### src/rtl/capture_ctrl.sv
// Purpose: sequences one I/Q capture: fill a sample buffer, wait for the last
//          write response, then read every slot back out to a valid/ready stream.
// Latency: one cycle from in_valid to the registered write strobe; each readout
//          slot takes RD_REQ + buffer read latency + OUT_HOLD + RD_ACK cycles.
// Backpressure: OUT_HOLD keeps out_valid/out_i/out_q frozen while out_ready=0,
//          and the read slot is only released (rd_ready) after the transfer.
//
// Ports:
//   clk, rst_n            clock, asynchronous active-low reset
//   start, abort          arm a capture (IDLE only) / return to IDLE from anywhere
//   in_valid, in_i, in_q  incoming sample stream, sampled only in FILL
//   wr_addr/valid/data    buffer write port, data packed {I,Q}
//   wr_ack                buffer write response, one cycle after the write
//   rd_addr/valid/ready   buffer read request and read-slot release
//   rd_data_valid/i/q     buffer read response
//   out_valid/i/q, out_ready  downstream stream
//   busy, done            not-IDLE status / end-of-readout pulse
module capture_ctrl #(
  parameter int buffer_length = 10,
  parameter int index_bits    = 4,
  parameter int i_bits        = 12,
  parameter int q_bits        = 12
) (
  input  logic                       clk,
  input  logic                       rst_n,
  input  logic                       start,
  input  logic                       abort,
  input  logic                       in_valid,
  input  logic signed [i_bits-1:0]   in_i,
  input  logic signed [q_bits-1:0]   in_q,
  output logic [index_bits-1:0]      wr_addr,
  output logic                       wr_valid,
  output logic [i_bits+q_bits-1:0]   wr_data,
  input  logic                       wr_ack,
  output logic [index_bits-1:0]      rd_addr,
  output logic                       rd_valid,
  output logic                       rd_ready,
  input  logic                       rd_data_valid,
  input  logic signed [i_bits-1:0]   rd_i,
  input  logic signed [q_bits-1:0]   rd_q,
  output logic                       out_valid,
  output logic signed [i_bits-1:0]   out_i,
  output logic signed [q_bits-1:0]   out_q,
  input  logic                       out_ready,
  output logic                       busy,
  output logic                       done
);

  typedef enum logic [2:0] {
    IDLE     = 3'd0,
    FILL     = 3'd1,
    FLUSH    = 3'd2,
    RD_REQ   = 3'd3,
    RD_WAIT  = 3'd4,
    OUT_HOLD = 3'd5,
    RD_ACK   = 3'd6
  } state_t;

  localparam logic [index_bits-1:0] LAST_IDX = index_bits'(buffer_length - 1);

  state_t                      state_q;
  logic [index_bits-1:0]       wr_cnt_q;
  logic [index_bits-1:0]       rd_cnt_q;
  logic [index_bits-1:0]       wr_cnt_d;
  logic [index_bits-1:0]       rd_cnt_d;

  logic                        wr_valid_q;
  logic [index_bits-1:0]       wr_addr_q;
  logic [i_bits+q_bits-1:0]    wr_data_q;
  logic                        rd_valid_q;
  logic [index_bits-1:0]       rd_addr_q;
  logic                        rd_ready_q;
  logic                        out_valid_q;
  logic signed [i_bits-1:0]    out_i_q;
  logic signed [q_bits-1:0]    out_q_q;
  logic                        done_q;

  // Counters only ever advance while below LAST_IDX, so these never wrap.
  assign wr_cnt_d = wr_cnt_q + index_bits'(1);
  assign rd_cnt_d = rd_cnt_q + index_bits'(1);

  always_ff @(posedge clk or negedge rst_n) begin
    if (!rst_n) begin
      state_q     <= IDLE;
      wr_cnt_q    <= '0;
      rd_cnt_q    <= '0;
      wr_valid_q  <= 1'b0;
      wr_addr_q   <= '0;
      wr_data_q   <= '0;
      rd_valid_q  <= 1'b0;
      rd_addr_q   <= '0;
      rd_ready_q  <= 1'b0;
      out_valid_q <= 1'b0;
      out_i_q     <= '0;
      out_q_q     <= '0;
      done_q      <= 1'b0;
    end else begin
      done_q <= 1'b0;
      if (abort) begin
        // Abort wins over every transition, including a start in IDLE.
        state_q     <= IDLE;
        wr_cnt_q    <= '0;
        rd_cnt_q    <= '0;
        wr_valid_q  <= 1'b0;
        wr_addr_q   <= '0;
        wr_data_q   <= '0;
        rd_valid_q  <= 1'b0;
        rd_addr_q   <= '0;
        rd_ready_q  <= 1'b0;
        out_valid_q <= 1'b0;
        out_i_q     <= '0;
        out_q_q     <= '0;
      end else begin
        case (state_q)
          IDLE: begin
            if (start) begin
              wr_cnt_q <= '0;
              rd_cnt_q <= '0;
              state_q  <= FILL;
            end
          end

          FILL: begin
            wr_valid_q <= in_valid;
            if (in_valid) begin
              wr_addr_q <= wr_cnt_q;
              wr_data_q <= {in_i, in_q};
              if (wr_cnt_q == LAST_IDX) begin
                state_q <= FLUSH;
              end else begin
                wr_cnt_q <= wr_cnt_d;
              end
            end
          end

          FLUSH: begin
            wr_valid_q <= 1'b0;
            // While the final write is still on the bus, any wr_ack belongs
            // to the previous write; only an ack seen afterwards is the last.
            if (wr_ack && !wr_valid_q) begin
              rd_valid_q <= 1'b1;
              rd_addr_q  <= rd_cnt_q;
              state_q    <= RD_REQ;
            end
          end

          RD_REQ: begin
            rd_valid_q <= 1'b0;
            state_q    <= RD_WAIT;
          end

          RD_WAIT: begin
            if (rd_data_valid) begin
              out_i_q     <= rd_i;
              out_q_q     <= rd_q;
              out_valid_q <= 1'b1;
              state_q     <= OUT_HOLD;
            end
          end

          OUT_HOLD: begin
            if (out_ready) begin
              out_valid_q <= 1'b0;
              rd_ready_q  <= 1'b1;
              state_q     <= RD_ACK;
            end
          end

          RD_ACK: begin
            rd_ready_q <= 1'b0;
            if (rd_cnt_q == LAST_IDX) begin
              done_q  <= 1'b1;
              state_q <= IDLE;
            end else begin
              // Request the next slot straight away so rd_addr is already
              // valid during the RD_REQ cycle.
              rd_cnt_q   <= rd_cnt_d;
              rd_valid_q <= 1'b1;
              rd_addr_q  <= rd_cnt_d;
              state_q    <= RD_REQ;
            end
          end

          default: begin
            state_q <= IDLE;
          end
        endcase
      end
    end
  end

  assign wr_valid  = wr_valid_q;
  assign wr_addr   = wr_addr_q;
  assign wr_data   = wr_data_q;
  assign rd_valid  = rd_valid_q;
  assign rd_addr   = rd_addr_q;
  assign rd_ready  = rd_ready_q;
  assign out_valid = out_valid_q;
  assign out_i     = out_i_q;
  assign out_q     = out_q_q;
  assign done      = done_q;
  assign busy      = (state_q != IDLE);

  // Write and read phases are disjoint, so the buffer never sees both strobes.
  a_no_wr_rd_overlap: assert property (@(posedge clk) disable iff (!rst_n)
    !(wr_valid_q && rd_valid_q));

  a_wr_cnt_range: assert property (@(posedge clk) disable iff (!rst_n)
    wr_cnt_q <= LAST_IDX);

  a_rd_cnt_range: assert property (@(posedge clk) disable iff (!rst_n)
    rd_cnt_q <= LAST_IDX);

endmodule

### config.mk
export PLATFORM = sky130hd
export DESIGN_NAME = capture_ctrl
export DESIGN_NICKNAME = d
export VERILOG_FILES = /design/src/rtl/capture_ctrl.sv
export SDC_FILE = /design/constraint.sdc
export NUM_CORES = 1
export LEC_CHECK = 0
export ABC_AREA = 1
export CORE_ASPECT_RATIO = 0.75
export CORE_UTILIZATION = 40
export DETAILED_ROUTE_END_ITERATION = 10
export MAX_ROUTING_LAYER = met4
export PLACE_DENSITY_LB_ADDON = 0.3
export REMOVE_ABC_BUFFERS = 1
export SYNTH_ARGS = -nofsm -noshare
export SYNTH_HDL_FRONTEND = slang
export SYNTH_SLANG_ARGS = --single-unit
export TNS_END_PERCENT = 30
### constraint.sdc
create_clock -name clk -period 2.5 [get_ports clk]
set_clock_uncertainty 0.15 [all_clocks]
set_input_delay 0.25 -clock clk [delete_from_list [all_inputs] [get_ports clk]]
set_output_delay 0.25 -clock clk [all_outputs]
set_load 0.01 [all_outputs]
# --- Word level (Yosys, flattened, before mapping) ---
# Index checks and enable logic that the tools add are counted.
totals:
  register_bits: 72
  latchBits: 0
  mem_bits_rw: 0
  romBits: 0
  in_bits: 56
  out_inout_bits: 62
  wordCells: 103
  memories: 0
op_classes:
  n_addsub: 2
  n_mul: 0
  div: 0
  order_cmp: 0
  n_eq_ne: 16
  shift: 0
  mux: 48
  bitwise: 0
  reduce_logical: 24
op_table:
  columns: ["cell", "count"]
  rows:
  - ["$mux W12", 6]
  - ["$mux W24", 3]
  - ["$mux W4", 11]
  - ["$ne A3 B3 Y1 const B", 8]
  - ["$pmux W4 S2", 3]
  - ["$mux W3", 7]
  - ["$pmux W3 S7", 1]
  - ["$reduce_bool A3 Y1", 7]
  - ["$mux W1", 12]
  - ["$reduce_and A3 Y1", 4]
  - ["$eq A3 B3 Y1 const B", 3]
  - ["$add A4 B1 Y4 const B", 2]
  - ["$eq A4 B4 Y1 const B", 2]
  - ["$reduce_bool A2 Y1", 4]
  - ["$eq A3 B2 Y1 const B", 2]
  - ["$pmux W1 S2", 3]
  - ["$reduce_and A2 Y1", 3]
  - ["$reduce_and A6 Y1", 1]
  - ["$reduce_and A4 Y1", 1]
  - ["$reduce_bool A4 Y1", 1]
  - ["$eq A3 B1 Y1 const B", 1]
  - ["$logic_not A3 Y1", 1]
  - ["$pmux W1 S3", 1]
  - ["$mux W2", 1]
  - ["other kinds (2)", 2]

# --- Depth between registers and ports, before layout ---
depth:
  depth_word: 5
  mapped_depth: 9
  ltp_nobuf: 9

# --- Least setup slack after synthesis ---
# No wires, ideal clock.
synth_timing:
  path_kind: "register to register"
  from: "reg state_q[0]"
  to: "reg out_i_q[3], in the netlist out_i[3]"
  setup_ns: 0.083
  arrival_time_ns: 1.319
  t_required_ns: 2.267
  path_slack_ns: 0.948
  stages_incl_launch_ff: 9
  path_buffers: 3
  synth_period_minus_slack_ns: 1.552
  cell_sequence: "dfrtp_1 > buf_4 > nor2_1 > nand2_1 > a21oi_2 > buf_4 > buf_4 > nand3_1 > o21ai_0"
synth_via:
  elab_chain_len: 3
synth_rtl:
  columns: ["element", "line", "rtl"]
  rows:
  - ["from (decl)", "61", "state_t state_q;"]
  - ["from (signal assigned)", "84", "state_q <= IDLE;"]
  - ["from (signal assigned)", "101", "state_q <= IDLE;"]
  - ["from (signal assigned)", "119", "state_q <= FILL;"]
  - ["$eq A3 B3 Y1", "114", "case (state_q)"]
  - ["$reduce_bool A2 Y1 (no source line)", null, null]
  - ["$reduce_and A2 Y1 (no source line)", null, null]
  - ["to (signal assigned)", "154", "out_i_q <= rd_i;"]
  - ["to (decl)", "74", "logic signed [i_bits-1:0] out_i_q;"]
# No other way between the ends.
# A chain may end at the register's enable or synchronous reset.

# --- Worst setup path after layout ---
layout_timing:
  from: "reg state_q[0]"
  to: "out busy"
layout_via:
  elab_chain_len: 1
layout_rtl:
  columns: ["element", "line", "rtl"]
  rows:
  - ["$reduce_bool A3 Y1", "202", "assign busy = (state_q != IDLE);"]
  - ["to (decl)", "45", "output logic busy,"]
# No other way between the ends.

==> results.cfg <==
[clock_tree]
clkLatencyLatePin_ns = 0.35
postCtsSetupBuffers = 0
clock-sinks = 72
cts_tree = done
cts.path.max_buffers = 2
ctsHoldBuffers = 1
ctsResizeCount = 0
path_clk_slew_ns = 0.08
cts-root-buf = clkbuf_8
cts_made_buffers = 9
htreeDepth = 3

[sta]
min_period_ns = 2.12
slew_headroom = 0.684
fmax_mhz = 471
rsz0062_at_grt = no
finalHoldViolCount = 0
setup_viol = 0
setup_ws_ns = 0.378
setup_tns_ns = 0
fin_crit_sh = 0.849
slew_violations = 0
hold_slack_ns = 0.234
worstMarginPinSlew_ns = 0.474

[synthesis]
syn_area_mm2 = 0.00333
synthTopCellsByArea = dfrtp_1, nand3_1, inv_1, o21ai_0, nand2_1
synth_top_cells_by_count = dfrtp_1, inv_1, nand3_1
ys_ff_latch = 72
synth_flop_cell = dfrtp_1
yosysTopAreaCellShare = 0.542
yosysSeqAreaShare = 0.542
synth_edf_count = 0
syn_inst = 391
yosys_warnings = 0
synth-async-reset-ratio = 1.00
ys_types = 30
syn_avg_cell_area_um2 = 8.51
yosysTopAreaCell = dfrtp_1

[setup_path]
cp.depth = 3
regToRegSetupSlack_ns = 0.55
crit_fanout = 11
r2r_end = wr_addr[1]
worstPathCellList = inv_2 -> nand2_1 -> clkdlybuf4s50_1
critPathMaxStageDelay_ns = 0.59
startpoint_type = register
reg2reg_depth = 6
cp-end-kind = primary output
crit_path_start = state_q[0]
reg2reg_from = state_q[0]
worst_ep_arrival_time_ns = 1.72
crit_end = busy
worst-path-buf-inv = 2
crit_family = buffers and inverters
worstSetupPathType = reg -> out
slowest_stage = dfrtp_1
critical_path_required_ns = 2.10

[finish]
layout.cells.non_filler = 618
drive_gt1_frac = 0.0663
fin_util = 0.609
area_delta_synth_final_pct = 46.1
n_antenna_cell = 0
nets = 569

[floorplanning]
rows = 28
initial_core_util = 0.417
die_h_um = 81.0
dieArea_mm2 = 0.00869
coreArea_mm2 = 0.00799
ios = 118
die_w_um = 107

[power]
peakVddDrop_mv = 0.305
powerDensity_mw_per_mm2 = 765
p_leak_nw = 2.17

[hold_path]
min_path_type = in -> async

[outcome]
outcome = finished, final reports clean

[detailed_routing]
antenna_left = 0
wl_um = 8170
avgViaCountPerCell = 4.81
drc = 0
vias = 2972
drtPass1Iterations = 4
drtIter0Drc = 140
avgRoutedWirePerCell_um = 13.2

[placement]
pre_cts_slack_ns = 0.420
port-buffer-count = 117
dp.cells = 601
dp_hpwl_um = 5770
gp_congestion = 0.872

[run]
cap_violations = 0

[global_route]
grt_pass1_wl_um = 13700
antenna_found_initial = 0
grt_max_degree = 55
track_usage = 0.212
grt.overflow.total = 0
grt_pass1_vias = 2874
[through the flow]
stage | power [mW] | cell area (um^2)
final | 3.72 | 4860
after global routing | 3.96 | 4860
after CTS | 3.76 | 4860
after detailed placement | 2.63 | 4610
after global placement | 2.60 | 4610
after floorplan | 2.01 | 3230
[final cells by class]
type | instances | area (um^2)
Sequential cell | 72 | 1800
Tap cell | 105 | 131
Clock buffer | 10 | 128
Fill cell | 701 | 3130
Multi-Input combinational cell | 227 | 1160
Timing Repair Buffer | 124 | 1250
Inverter | 74 | 278
Clock inverter | 6 | 115
[sequential cells by signal (all words and copies together), names as in the netlist]
register and flops:
rd_cnt_q 4, wr_cnt_q 4, wr_data 24, out_i 12, wr_valid 1, rd_addr 4
out_q 12, rd_valid 1, wr_addr 4, done 1, rd_ready 1, out_valid 1
state_q 3
[report_power, final]
part	internal [mW]	total, mW	switching [mW]
Clock	0.668	1.12	0.451
Sequential	1.34	1.48	0.141
Combinational	0.529	1.12	0.590
Total	2.54	3.72	1.18
[cells by family (layout without fill, tap and decap cells)]
logic type,count (synthesis),in the layout,synth area share
flops,72,72,0.542
compound gates,70,70,0.109
xor+xnor,2,2,0.00527
simple gates,150,150,0.214
fa+ha+maj,5,5,0.0188
buf+inv,92,214,0.112
[how the worst min path moves through the flow]
stage               startpoint          end  cells past startpoint
floorplan                rst_n         done                      0
global placement         rst_n   wr_data[5]                      1
detailed placement       rst_n   wr_data[5]                      1
CTS                      rst_n  rd_cnt_q[0]                      2
global route             rst_n   wr_data[5]                      2
finish                   rst_n   wr_data[5]                      2
[placed cells by master, fill, tap and decap left out, types with 2 or more instances in the layout]
cell             instances
a21oi_1                  3
o22ai_1                  3
nor2_1                  22
nand2_1                 48
nor3_1                   2
nand3_2                  3
nand3_1                 65
buf_12                   2
clkbuf_8                 9
clkdlybuf4s50_1        116
o21ai_0                 54
nor2_4                   2
o21ai_1                  7
nand4_1                  2
dfrtp_1                 72
buf_4                    4
ha_1                     5
bufinv_16                3
inv_1                   72
inv_2                    2
[metal layers]
layer / GRT usage / share of wire / vias to the layer above
met5: - / 0 / -
li1: - / - / 1495
met2: 0.335 / 0.46 / 76
met4: 0.0726 / 0.012 / 0
met3: 0.0618 / 0.058 / 12
met1: 0.263 / 0.47 / 1389
Note: power is estimated with default switching activity, not from simulation.
